**src/rtl/toggle_hs_responder.sv**
```systemverilog
// toggle_hs_responder: responder side of a 2-phase req/ack handshake.
// Captures each request word into a FWFT FIFO drained by valid/ready.
module toggle_hs_responder #(
  parameter int DATA_W      = 8,
  parameter int SYNC_STAGES = 2,
  parameter int FIFO_DEPTH  = 4
) (
  input  logic                                 clk,
  input  logic                                 rst,
  input  logic                                 req_tgl,
  input  logic [DATA_W-1:0]                    req_data,
  output logic                                 ack_tgl,
  output logic                                 req_pulse,
  output logic                                 out_valid,
  output logic [DATA_W-1:0]                    out_data,
  input  logic                                 out_ready,
  output logic [$clog2(FIFO_DEPTH+1)-1:0]      fifo_count,
  output logic                                 proto_err
);

  localparam int AW = $clog2(FIFO_DEPTH);
  localparam int CW = $clog2(FIFO_DEPTH+1);

  logic [SYNC_STAGES-1:0] sync_q;
  logic [SYNC_STAGES:0]   chain;
  logic                   req_s;
  logic                   req_nxt;
  logic                   pending;
  logic                   full;
  logic                   push;
  logic                   pop;
  logic [AW-1:0]          wr_ptr;
  logic [AW-1:0]          rd_ptr;
  logic [DATA_W-1:0]      mem [FIFO_DEPTH];

  // chain[0] is the raw input, chain[SYNC_STAGES] the synchronized level
  assign chain   = {sync_q, req_tgl};
  assign req_s   = chain[SYNC_STAGES];
  assign req_nxt = chain[SYNC_STAGES-1];

  assign pending   = req_s != ack_tgl;
  assign full      = fifo_count == CW'(FIFO_DEPTH);
  assign push      = pending && !full;
  assign out_valid = fifo_count != '0;
  assign pop       = out_valid && out_ready;
  assign out_data  = mem[rd_ptr];

  // Synchronizer, handshake state and sticky protocol error
  always_ff @(posedge clk) begin
    if (rst) begin
      sync_q    <= '0;
      ack_tgl   <= 1'b0;
      req_pulse <= 1'b0;
      proto_err <= 1'b0;
    end else begin
      sync_q    <= chain[SYNC_STAGES-1:0];
      ack_tgl   <= ack_tgl ^ push;
      req_pulse <= push;
      if (pending && (req_nxt != req_s))
        proto_err <= 1'b1;
    end
  end

  // FIFO pointers and occupancy; full/empty come from the count
  always_ff @(posedge clk) begin
    if (rst) begin
      wr_ptr     <= '0;
      rd_ptr     <= '0;
      fifo_count <= '0;
    end else begin
      if (push)
        wr_ptr <= wr_ptr + AW'(1);
      if (pop)
        rd_ptr <= rd_ptr + AW'(1);
      if (push && !pop)
        fifo_count <= fifo_count + CW'(1);
      else if (pop && !push)
        fifo_count <= fifo_count - CW'(1);
    end
  end

  // Storage array; contents are irrelevant until written
  always_ff @(posedge clk) begin
    if (push)
      mem[wr_ptr] <= req_data;
  end

endmodule

```
**config.mk**
```make
export PLATFORM = sky130hd
export DESIGN_NAME = toggle_hs_responder
export DESIGN_NICKNAME = d
export VERILOG_FILES = /design/src/rtl/toggle_hs_responder.sv
export SDC_FILE = /design/constraint.sdc
export NUM_CORES = 1
export LEC_CHECK = 0
export CORE_UTILIZATION = 40
export DETAILED_ROUTE_END_ITERATION = 10
export MAX_ROUTING_LAYER = met4
export PLACE_DENSITY_LB_ADDON = 0.08
export SETUP_SLACK_MARGIN = 0.2
export SLEW_MARGIN = 20
export SYNTH_ARGS = -nofsm -noshare
export SYNTH_HDL_FRONTEND = slang
export SYNTH_SLANG_ARGS = --single-unit
```
**constraint.sdc**
```tcl
create_clock -name clk -period 5.4 [get_ports clk]
set_input_delay 1.08 -clock clk [delete_from_list [all_inputs] [get_ports clk]]
set_output_delay 1.08 -clock clk [all_outputs]
set_load 0.02 [all_outputs]
```
* Word level (Yosys, flattened, before mapping)
Memory sizes are Yosys's and may differ from the RTL's. A register that Yosys moved wholly into a read port is not among the register bits. Cells that the tools add are included.
Cells by class: add/sub/neg operators 4, reductions and logical operators 10, mux-type cells 6, bitwise operators 1, eq/ne operators 3
Operators by type and width (count):
- two-way mux 3 bit | 2
- logical AND 1 bit | 5
- adder 2 x 1 -> 2 bit, second input constant | 2
- two-way mux 2 bit | 2
- adder 3 x 1 -> 3 bit, second input constant | 1
- == test 3 bit, second input constant | 1
- zero test 1 bit | 3
- nonzero test 3 bit | 1
- subtractor 3 x 1 -> 3 bit, second input constant | 1
- two-way mux 1 bit | 2
- inequality test 1 bit | 2
- nonzero test 2 bit | 1
- bitwise XOR 1 bit | 1
Word-level totals: input port bits 12, memory bits (writable) 32, output and inout bits 15, memories 1, logic and storage cells 32, register bits 12
Memories:
- mem | words 4, width 8, rd ports 1, clocked after memory_dff 1, wr ports 1, RTL line 34 | logic [DATA_W-1:0] mem [FIFO_DEPTH];

* Depth between registers and ports, before layout
Gate-level depths: netlist of run 1.
word-level depth 7, gate-level depth with buffers 8, depth with buffers taken out 8

* Least setup slack after synthesis of run 1
No wires, ideal clock.
path type input port to flip-flop, from input port out_ready, to register fifo_count[2], required time 5.329 ns, buffers on the path 0, library setup time 0.071 ns, slack 2.951 ns, stages 7, arrival time 2.378 ns, cells stage by stage o31ai_1 -> ha_1 -> inv_1 -> fa_1 -> xor2_1 -> or3_1 -> a21oi_1
Between the ends: longest elaborated chain between the ends 4, elaborated cells between the ends (all ways) 6, those cells by class 1 x mux; 5 x reduce/logical
Ends and longest elaborated chain:
- start: declaration | RTL line 16 | input logic out_ready,
- logical AND 1 bit * | RTL line 45 | assign pop = out_valid && out_ready;
- zero test 1 bit | RTL line 75 | if (push && !pop)
- logical AND 1 bit | RTL line 75
- two-way mux 3 bit / nonzero test 2 bit (equally long branches)
- end signal: assignment | RTL line 76 | fifo_count <= fifo_count + CW'(1);
- end signal: assignment | RTL line 78 | fifo_count <= fifo_count - CW'(1);
- end: declaration | RTL line 17 | output logic [$clog2(FIFO_DEPTH+1)-1:0] fifo_count,
Mark *: on every way between the ends. The rest lies on a longest branch, timed or not. A chain may end at the register's enable or synchronous reset.

==> results.txt, run 1 <==
----------------------------------------------------
[Synthesis]
  Post-Syn Area per Cell ... 17.2 µm²
  Combinational family with the most area after synthesis ... multiplexers
  Post-synthesis share of cell area spent on full adders, half adders and majority gates ... 0.0466
  Post-synthesis cell count ... 103
  Share of the yosys chip area belonging to registers ... 0.701
  Synth Register Bits ... 46
  Number of nets produced by synthesis ... 121
  Share of cell area taken by muxes after synthesis ... 0.113
  Synth Area in XOR/XNOR ... 0.0247
  Synthesis warning total ... 0
  Post-synthesis cell type count ... 25
  Area fraction in and, or, nand and nor cells after synthesis ... 0.0770
  Post-synthesis compound-gate area fraction ... 0.0247
  Post-synthesis instance area ... 1770 µm²

[Route]
  Number of DRC markers after the initial detailed-route iteration ... 57
  DRC violations left ... 0
  Per-cell routed wire length ... 14.7 µm
  Final Routed Wirelength ... 2710 µm
  Vias ... 911
  Router iterations before antenna repair ... 4
  Avg Vias per Cell ... 4.95
  Count of nets left with antenna violations after detail routing ... 0

[Global routing]
  Overflow after GRT ... 0
  Maximum number of pins on one net before global-route repair ... 15
  Global router's overall resource usage ... 0.134
  Via count of the first global-routing pass ... 877
  Routing usage on met1 ... 0.147
  Global-route track usage on met3 ... 0.0395
  Wire length of the first global-routing pass ... 4160 µm
  Most heavily used metal layer in global routing ... met2
  Number of antenna violations at the first check in global routing ... 0
  Global Route met2 Usage ... 0.217

[STA]
  Fin Setup TNS ... 0 ps
  Final clock period utilization by the worst path ... 0.584
  Setup repair after global routing missed its margin ... false
  Final min period ... 3150 ps
  Number of pins with negative max-slew slack in the final report ... 0
  Endpoints failing hold ... 0
  Maximum operating frequency ... 317 MHz
  Transition time of the tightest slew-check pin ... 542 ps
  Final-report setup violation count ... 0
  Slew margin rel. ... 0.638
  Clock Skew ... 2.98 ps

[Cells and area]
  Area Overhead vs Synth ... 22.1%
  Number of fill cells in the layout ... 342
  Nets@finish ... 151
  Most frequent cells in the layout ... edfxtp_1 (32), clkdlybuf4s50_1 (26), dfxtp_1 (14)
  Layout cells sized above 1 ... 0.119
  Number of diodes ... 0
  Commonest non-fill, non-tap cell in the layout ... edfxtp_1

[Die]
  Die Span X ... 68.6 µm
  CORE AREA ... 4120 µm²
  Height of the die ... 68.6 µm
  Count of standard-cell rows ... 23
  I/O pin total ... 27
  Initial cell density of the core ... 0.431
  Total Die Area ... 4700 µm²

[Critical path]
  Critical Path Source Type ... flop
  Buffers & Inverters on Critical Path ... 1
  Endpoint type of the worst setup path ... primary output
  Max Fanout on Critical Path ... 8
  Critical path arrival ... 2070 ps
  Path type of the worst setup path ... reg2out
  Slowest stage cell, crit path ... dfxtp_1
  Worst EP required ... 4320 ps
  Family with the most delay on the worst path ... flip-flops
  Critical path cell sequence ... mux4_2, clkdlybuf4s50_1
  Max stage delay on crit path ... 670 ps

[Clocking]
  Clock Sinks ... 46
  Total CTS buffers ... 5
  TritonCTS clock tree ... built
  Skew-Pair Late Insertion Delay ... 290 ps
  Root Buffer ... clkbuf_8
  CTS H-tree depth ... 2
  Post-CTS setup repair buffer count ... 0
  Clk pin slew, worst setup/hold paths ... 80 ps
  Cells resized by post-CTS repair ... 0
  Hold-fix buffers at CTS ... 0
  Buffer depth of the longest clock path ... 2

[Power and ir drop]
  PD cells ... 430 nW/µm²
  Leakage power figure ... 0.734 nW
  Power, Total ... 0.000930 W
  Maximum vdd ir drop ... 0.310 mV

[Placed design]
  Count of port buffers added during placement ... 26
  Placed wire-length estimate ... 1840 µm
  GP Congestion ... 0.706

[Hold path]
  Worst min-delay path class ... reg2reg

[Flow run]
  MaxCap Viol Count ... 0

[Run status]
  Run status ... finished clean

----------------------------------------------------
==> per-layer routing <==
metal  part of all wire  vias up
met1               0.41      434
li1                   -      446
met3              0.051        5
met4              0.016        0
met5                  0        -
met2               0.52       26
==> final timing paths <==
check,start,end,slack [ps],depth (start not counted)
worst min register to register,proto_err,proto_err,490,2
worst min-delay path,proto_err,proto_err,490,2
worst max register to register,fifo_count[0],fifo_count[2],3070,8
worst max-delay path,flop,out_data[7],2250,2
==> power by group <==
part	switching [W]	total (W)	internal (W)	leakage (nW)
logic	0.000126	0.000281	0.000155	0.287
registers	0.0000462	0.000455	0.000409	0.404
clock network	0.000104	0.000193	0.0000890	0.0426
total	0.000277	0.000930	0.000653	0.734
==> synth_stat cells <==
| master | n | area [µm²] |
|---|---|---|
| and2_1 | 4 | 25.0 |
| xor2_1 | 4 | 35.0 |
| or4b_1 | 1 | 10.0 |
| fa_1 | 1 | 20.0 |
| nor3_1 | 2 | 10.0 |
| nor3b_1 | 1 | 7.51 |
| edfxtp_1 | 32 | 961 |
| nor2b_1 | 2 | 12.5 |
| buf_1 | 1 | 3.75 |
| o21ai_0 | 2 | 10.0 |
| or3_1 | 3 | 18.8 |
| o31ai_1 | 2 | 15.0 |
| nor2_1 | 8 | 30.0 |
| nor3b_2 | 1 | 12.5 |
| dfxtp_1 | 14 | 280 |
| buf_2 | 1 | 5.00 |
| xnor2_1 | 1 | 8.76 |
| clkbuf_1 | 1 | 3.75 |
| o311ai_0 | 1 | 8.76 |
| ha_1 | 5 | 62.6 |
| inv_1 | 3 | 11.3 |
| mux4_2 | 8 | 180 |
| mux2i_1 | 2 | 20.0 |
| a21oi_1 | 2 | 10.0 |
| and3b_2 | 1 | 10.0 |
==> flip-flops by register name, indices dropped and copies added (netlist names), named ones only <==
| register | count |
|---|---|
| mem | 32 |
| req_pulse | 1 |
| fifo_count | 3 |
| rd_ptr | 2 |
| sync_q | 2 |
| proto_err | 1 |
| wr_ptr | 2 |
==> per-stage QoR <==
step	util	setup WS (ps)	std cells	area, µm²	hold WS (ps)
after global routing	0.526	2100	184	2160	516
after detailed placement	0.506	2380	176	2080	470
after floorplan	-	2950	103	1770	452
after global placement	0.506	2480	176	2080	461
final	0.526	2250	184	2160	485
after CTS	0.526	2180	184	2160	488
==> area by class of cell <==
type                            count  area, µm²  area share
Clock buffer                        6       72.6      0.0335
Inverter                            3       11.3     0.00521
Multi-Input combinational cell     51        507       0.234
Sequential cell                    46       1240       0.574
Clock inverter                      2       8.76     0.00405
Tap cell                           50       62.6      0.0289
Timing Repair Buffer               26        260       0.120
==> worst min-delay path: cells and delay by family (launching register included) <==
family,cells,cell delay [ps]
simple gates,2,120
flops,1,330
==> logic make-up after synthesis <==
| logic type | after synthesis |
|---|---|
| AO/OA/AOI/OAI | 7 |
| multiplexers | 10 |
| adder cells (fa/ha/maj) | 6 |
| flip-flops | 46 |
| XOR/XNOR | 5 |
| buffers and inverters | 6 |
| AND/OR/NAND/NOR | 23 |
Note: power is estimated with default switching activity, not from simulation.
==> run 2: changes to the inputs <==
==> constraint.sdc (replaced) <==
create_clock -name clk -period 3.05 [get_ports clk]
set_input_delay 0.61 -clock clk [delete_from_list [all_inputs] [get_ports clk]]
set_output_delay 0.61 -clock clk [all_outputs]
set_load 0.02 [all_outputs]
==> run 2 against run 1 <==
Effect of this change:
- power rose by 77%
- clock skew hardly changed
- non-clock buffer count unchanged
- final area unchanged
- utilization unchanged
- first-iteration DRC count decreased by 5.3%
- clock-buffer cell count did not move
- critical endpoint unchanged
- largest power group unchanged
==> results.txt, run 2 (synthesized netlist as in run 1, its figures left out) <==
----------------------------------------------------
[Route]
  Vias ... 913 (+0.22%)
  Final Routed Wirelength ... 2710 µm (about the same)
  Router iterations before antenna repair ... 4 (unchanged)
  Per-cell routed wire length ... 14.7 µm (about the same)
  Number of DRC markers after the initial detailed-route iteration ... 54 (-5.3%)
  Avg Vias per Cell ... 4.96 (+0.22%)
  DRC violations left ... 0 (unchanged)
  Count of nets left with antenna violations after detail routing ... 0 (unchanged)

[Cells and area]
  Most frequent cells in the layout ... edfxtp_1 (32), clkdlybuf4s50_1 (26), dfxtp_1 (14)
  Commonest non-fill, non-tap cell in the layout ... edfxtp_1
  Nets@finish ... 151 (unchanged)
  Layout cells sized above 1 ... 0.119 (unchanged)
  Max reg flops ... 32 (unchanged)
  Area Overhead vs Synth ... 22.1% (unchanged)
  Final core utilization ... 0.526 (unchanged)
  Leading registers by flop count ... mem (32), fifo_count (3)
  Number of fill cells in the layout ... 343 (+0.29%)
  Number of standard cells in the layout, taps in and fillers out ... 184 (unchanged)
  Largest register by flop count ... mem
  Number of diodes ... 0 (unchanged)

[Critical path]
  Buffers & Inverters on Critical Path ... 1 (unchanged)
  Max Fanout on Critical Path ... 8 (unchanged)
  Path type of the worst setup path ... reg2out
  Max stage delay on crit path ... 670 ps (about the same)
  Family with the most delay on the worst path ... flip-flops
  Slowest stage cell, crit path ... dfxtp_1
  Critical path cell sequence ... mux4_2, clkdlybuf4s50_1
  Worst EP required ... 2440 ps (-1880 ps)
  Critical path arrival ... 2070 ps (about the same)
  Endpoint type of the worst setup path ... primary output
  Critical Path Source Type ... flop

[Clocking]
  Skew-Pair Late Insertion Delay ... 290 ps (about the same)
  Hold-fix buffers at CTS ... 0 (unchanged)
  Total CTS buffers ... 5 (unchanged)
  Cells resized by post-CTS repair ... 0 (unchanged)
  Buffer depth of the longest clock path ... 2 (unchanged)
  Clk pin slew, worst setup/hold paths ... 80 ps (about the same)
  Clock Sinks ... 46 (unchanged)
  TritonCTS clock tree ... built
  CTS H-tree depth ... 2 (unchanged)
  Root Buffer ... clkbuf_8
  Post-CTS setup repair buffer count ... 0 (unchanged)

[STA]
  Clock Skew ... 3.04 ps (+0.0660 ps)
  Slew margin rel. ... 0.638 (about the same)
  Transition time of the tightest slew-check pin ... 543 ps (+0.482 ps)
  Final min period ... 2680 ps
  Fin Setup TNS ... 0 ps (unchanged)
  Number of pins with negative max-slew slack in the final report ... 0 (unchanged)
  Endpoints failing hold ... 0 (unchanged)
  Maximum operating frequency ... 373 MHz
  Final clock period utilization by the worst path ... 0.880
  Final-report setup violation count ... 0 (unchanged)
  Setup repair after global routing missed its margin ... false
  Final-layout worst hold slack ... 485 ps (+0.00200 ps)

[Run status]
  Run status ... finished clean

[Die]
  Count of standard-cell rows ... 23 (unchanged)
  Height of the die ... 68.6 µm (unchanged)
  I/O pin total ... 27 (unchanged)
  Total Die Area ... 4700 µm² (unchanged)
  CORE AREA ... 4120 µm² (unchanged)
  Die Span X ... 68.6 µm (unchanged)
  Initial cell density of the core ... 0.431 (unchanged)

[Placed design]
  Instance count after placement with tap cells included ... 176 (unchanged)
  GP Congestion ... 0.706 (about the same)
  Placed wire-length estimate ... 1840 µm (about the same)
  Count of port buffers added during placement ... 26 (unchanged)

[Global routing]
  Overflow after GRT ... 0 (unchanged)
  Maximum number of pins on one net before global-route repair ... 15 (unchanged)
  Global router's overall resource usage ... 0.135 (+0.000365)
  Via count of the first global-routing pass ... 877 (unchanged)
  Wire length of the first global-routing pass ... 4170 µm (+0.34%)
  Number of antenna violations at the first check in global routing ... 0 (unchanged)

[Hold path]
  Worst min-delay path class ... reg2reg

[Power and ir drop]
  PD cells ... 761 nW/µm² (+77%)
  Leakage power figure ... 0.734 nW (unchanged)
  Maximum vdd ir drop ... 0.549 mV (+77%)
  Power, Total ... 0.00165 W (+77%)

[Flow run]
  MaxCap Viol Count ... 0 (unchanged)

----------------------------------------------------
## run 2: through the flow
stage	cell area [µm²]	worst slack, ps
final	2160	366
after global routing	2160	219
after CTS	2160	297
after detailed placement	2080	495
after global placement	2080	605
after floorplan	1770	870
## run 2: worst min-delay path, delay by kind of cell (launching register included)
| family | cells | cell delay (ps) |
|---|---|---|
| flops | 1 | 330 |
| simple gates | 2 | 120 |
## run 2: power by group
part           switching, W  internal, W
Sequential        0.0000817     0.000724
Combinational      0.000224     0.000274
Clock              0.000184     0.000157
## run 2: worst paths after layout
path	from	to	slack, ps	depth (start not counted)
max	flop	out_data[7]	370	2
min	proto_err	proto_err	490	2
max reg2reg	fifo_count[0]	fifo_count[2]	720	8
min reg2reg	proto_err	proto_err	490	2
## run 2: layout make-up
type | count | area (µm²) | area share
clock buffers | 6 | 72.6 | 0.0335
clock inverters | 2 | 8.76 | 0.00405
inverters | 3 | 11.3 | 0.00521
multi-input cells | 51 | 507 | 0.234
flip-flops and latches | 46 | 1240 | 0.574
well taps | 50 | 62.6 | 0.0289
repair buffers | 26 | 260 | 0.120
## run 2: routing by layer
metal / vias up / wire length, µm / track usage
li1: 446 / - / -
met1: 436 / 1110 / 0.148
met2: 26 / 1410 / 0.217
met5: - / 0 / -
met3: 5 / 139 / 0.0395
met4: 0 / 44 / 0.0781
==> run 3: changes to the inputs <==
--- a/config.mk
+++ b/config.mk
@@ -5,6 +5,7 @@
 export SDC_FILE = /design/constraint.sdc
 export NUM_CORES = 1
 export LEC_CHECK = 0
+export CORE_MARGIN = 2
 export CORE_UTILIZATION = 40
 export DETAILED_ROUTE_END_ITERATION = 10
 export MAX_ROUTING_LAYER = met4
==> run 3 against run 2 <==
Effect of this change:
- combinational power up 8.0%
- clock power rose by 4%
- final area is 0.64% higher
- clock skew grew 4.4 ps
- critical path depth increased by 1
- via count grew 1.2%
- global-route usage down 0.71 points
- power is 1.7% higher
- die area is 5.9% higher
- sequential share of layout area down 0.36 points
- first-iteration DRC count shrank 22%
- largest cell class unchanged
- largest power group unchanged
- highest routed layer unchanged
==> results.txt, run 3 (synthesized netlist as in run 1, its figures left out) <==
----------------------------------------------------
[Run status]
  Run status ... finished clean

[Route]
  Final Routed Wirelength ... 2810 µm (+3.7%)
  DRC violations left ... 0 (unchanged)
  Per-cell routed wire length ... 15.0 µm (+2.0%)
  Count of nets left with antenna violations after detail routing ... 0 (unchanged)
  Top routing layer in use ... met4
  Avg Vias per Cell ... 4.94 (-0.42%)
  Met1 routed wirelength after detailed routing ... 1270 µm (+14%)
  Router iterations before antenna repair ... 4 (unchanged)
  Metal3 WL ... 140 µm (+0.72%)
  Number of DRC markers after the initial detailed-route iteration ... 42 (-22%)
  Vias ... 924 (+1.2%)
  Sum of met2 wire segment lengths after detailed routing ... 1340 µm (-5.4%)

[Clocking]
  CTS H-tree depth ... 2 (unchanged)
  Clk pin slew, worst setup/hold paths ... 80 ps (about the same)
  Total CTS buffers ... 5 (unchanged)
  Skew-Pair Late Insertion Delay ... 300 ps (about the same)
  Buffer depth of the longest clock path ... 2 (unchanged)
  Hold-fix buffers at CTS ... 0 (unchanged)
  Clock Sinks ... 46 (unchanged)
  TritonCTS clock tree ... built
  Post-CTS setup repair buffer count ... 0 (unchanged)
  Cells resized by post-CTS repair ... 0 (unchanged)
  Root Buffer ... clkbuf_8

[Cells and area]
  Final core utilization ... 0.503 (-0.0222)
  Leading registers by flop count ... mem (32), fifo_count (3)
  Max reg flops ... 32 (unchanged)
  Area Overhead vs Synth ... 22.9%
  Largest register by flop count ... mem
  Nets@finish ... 152 (+0.66%)
  Commonest non-fill, non-tap cell in the layout ... edfxtp_1
  Number of diodes ... 0 (unchanged)
  Number of standard cells in the layout, taps in and fillers out ... 187 (+1.6%)
  Most frequent cells in the layout ... edfxtp_1 (32), clkdlybuf4s50_1 (26), dfxtp_1 (14)
  Layout cells sized above 1 ... 0.133 (+0.0139)

[Power and ir drop]
  Switch share ... 0.305 (+0.00695)
  Net switching power ... 0.000510 W (+4.1%)
  Maximum vdd ir drop ... 0.516 mV (-6.0%)
  Clk pwr share ... 0.211 (+0.003)
  Design internal power ... 0.00116 W (+0.71%)
  Leakage power figure ... 0.738 nW (+0.58%)
  PD cells ... 769 nW/µm² (+1.1%)
  Share of power burned in registers ... 0.468 (-0.022)
  Part of the power in combinational logic ... 0.321 (+0.019)

[STA]
  Endpoints failing hold ... 0 (unchanged)
  Clock Skew ... 7.44 ps (+4.40 ps)
  Final worst slack ... 547 ps (+181 ps)
  Maximum operating frequency ... 399 MHz (+7.2%)
  Slew margin rel. ... 0.677 (+0.0394)
  Number of pins with negative max-slew slack in the final report ... 0 (unchanged)
  Setup repair after global routing missed its margin ... false
  Final-report setup violation count ... 0 (unchanged)
  Fin Setup TNS ... 0 ps (unchanged)
  Final clock period utilization by the worst path ... 0.821 (-0.0593)
  Final min period ... 2500 ps (-181 ps)
  Transition time of the tightest slew-check pin ... 483 ps (-59.9 ps)

[Die]
  Initial cell density of the core ... 0.410 (-0.0208)
  I/O pin total ... 27 (unchanged)
  Height of the die ... 70.6 µm (+2.9%)
  Total Die Area ... 4980 µm² (+5.9%)
  Die Span X ... 70.6 µm (+2.9%)
  CORE AREA ... 4320 µm² (+5.1%)
  Count of standard-cell rows ... 24 (+4.3%)

[Global routing]
  Number of antenna violations at the first check in global routing ... 0 (unchanged)
  Wire length of the first global-routing pass ... 4580 µm (+9.8%)
  Via count of the first global-routing pass ... 917 (+4.6%)
  Maximum number of pins on one net before global-route repair ... 15 (unchanged)
  Overflow after GRT ... 0 (unchanged)
  Global router's overall resource usage ... 0.128 (-0.00714)

[Critical path]
  Critical path cell sequence ... buf_4, mux4_2, clkdlybuf4s50_1
  Path type of the worst setup path ... reg2out
  Endpoint type of the worst setup path ... primary output
  Critical path arrival ... 1890 ps (-180 ps)
  Family with the most delay on the worst path ... buffers and inverters
  Worst EP required ... 2440 ps (about the same)
  Critical Path Source Type ... flop
  Max stage delay on crit path ... 550 ps (-120 ps)
  Max Fanout on Critical Path ... 8 (unchanged)
  Buffers & Inverters on Critical Path ... 2 (+1)
  Slowest stage cell, crit path ... clkdlybuf4s50_1

[Flow run]
  MaxCap Viol Count ... 0 (unchanged)

[Placed design]
  Count of port buffers added during placement ... 26 (unchanged)
  GP Congestion ... 0.631 (-11%)
  Post-placement setup slack ... 545 ps (+49.3 ps)
  Instance count after placement with tap cells included ... 179 (+1.7%)
  Placed wire-length estimate ... 1960 µm (+6.7%)

[Hold path]
  Worst min-delay path class ... reg2reg

----------------------------------------------------
## run 3: metrics by stage
step	power, W	instance area (µm²)	hold slack (ps)
2_1_floorplan	0.00112	1770	452
3_3_place_gp	0.00133	2090	464
3_5_place_dp	0.00134	2090	476
4_1_cts	0.00169	2180	489
5_1_grt	0.00176	2180	502
6_report	0.00167	2180	484
## run 3: power by group through the flow
stage,clock [W],sequential [W],combinational [W]
final,0.000354,0.000783,0.000537
after global routing,0.000390,0.000792,0.000581
after CTS,0.000364,0.000784,0.000546
after detailed placement,0,0.000797,0.000542
after global placement,0,0.000796,0.000536
after floorplan,0,0.000804,0.000318
## run 3: layout make-up
type	count	area, µm²
Multi-Input combinational cell	51	507
Inverter	3	11.3
Clock inverter	3	16.3
Timing Repair Buffer	27	268
Sequential cell	46	1240
Tap cell	52	65.1
Clock buffer	5	68.8
Fill cell	372	2150
## run 3: final timing paths
kind / start / end / slack, ps / cells past startpoint
worst max-delay path: flop / out_data[3] / 550 / 3
worst max register to register: fifo_count[0] / fifo_count[2] / 710 / 8
worst min register to register: sync_q[0] / sync_q[1] / 480 / 1
worst min-delay path: sync_q[0] / sync_q[1] / 480 / 1
## run 3: per-layer routing
metal	up-vias	GRT usage
li1	449	-
met1	443	0.148
met2	26	0.199
met3	6	0.0442
met4	0	0.0629
met5	-	-
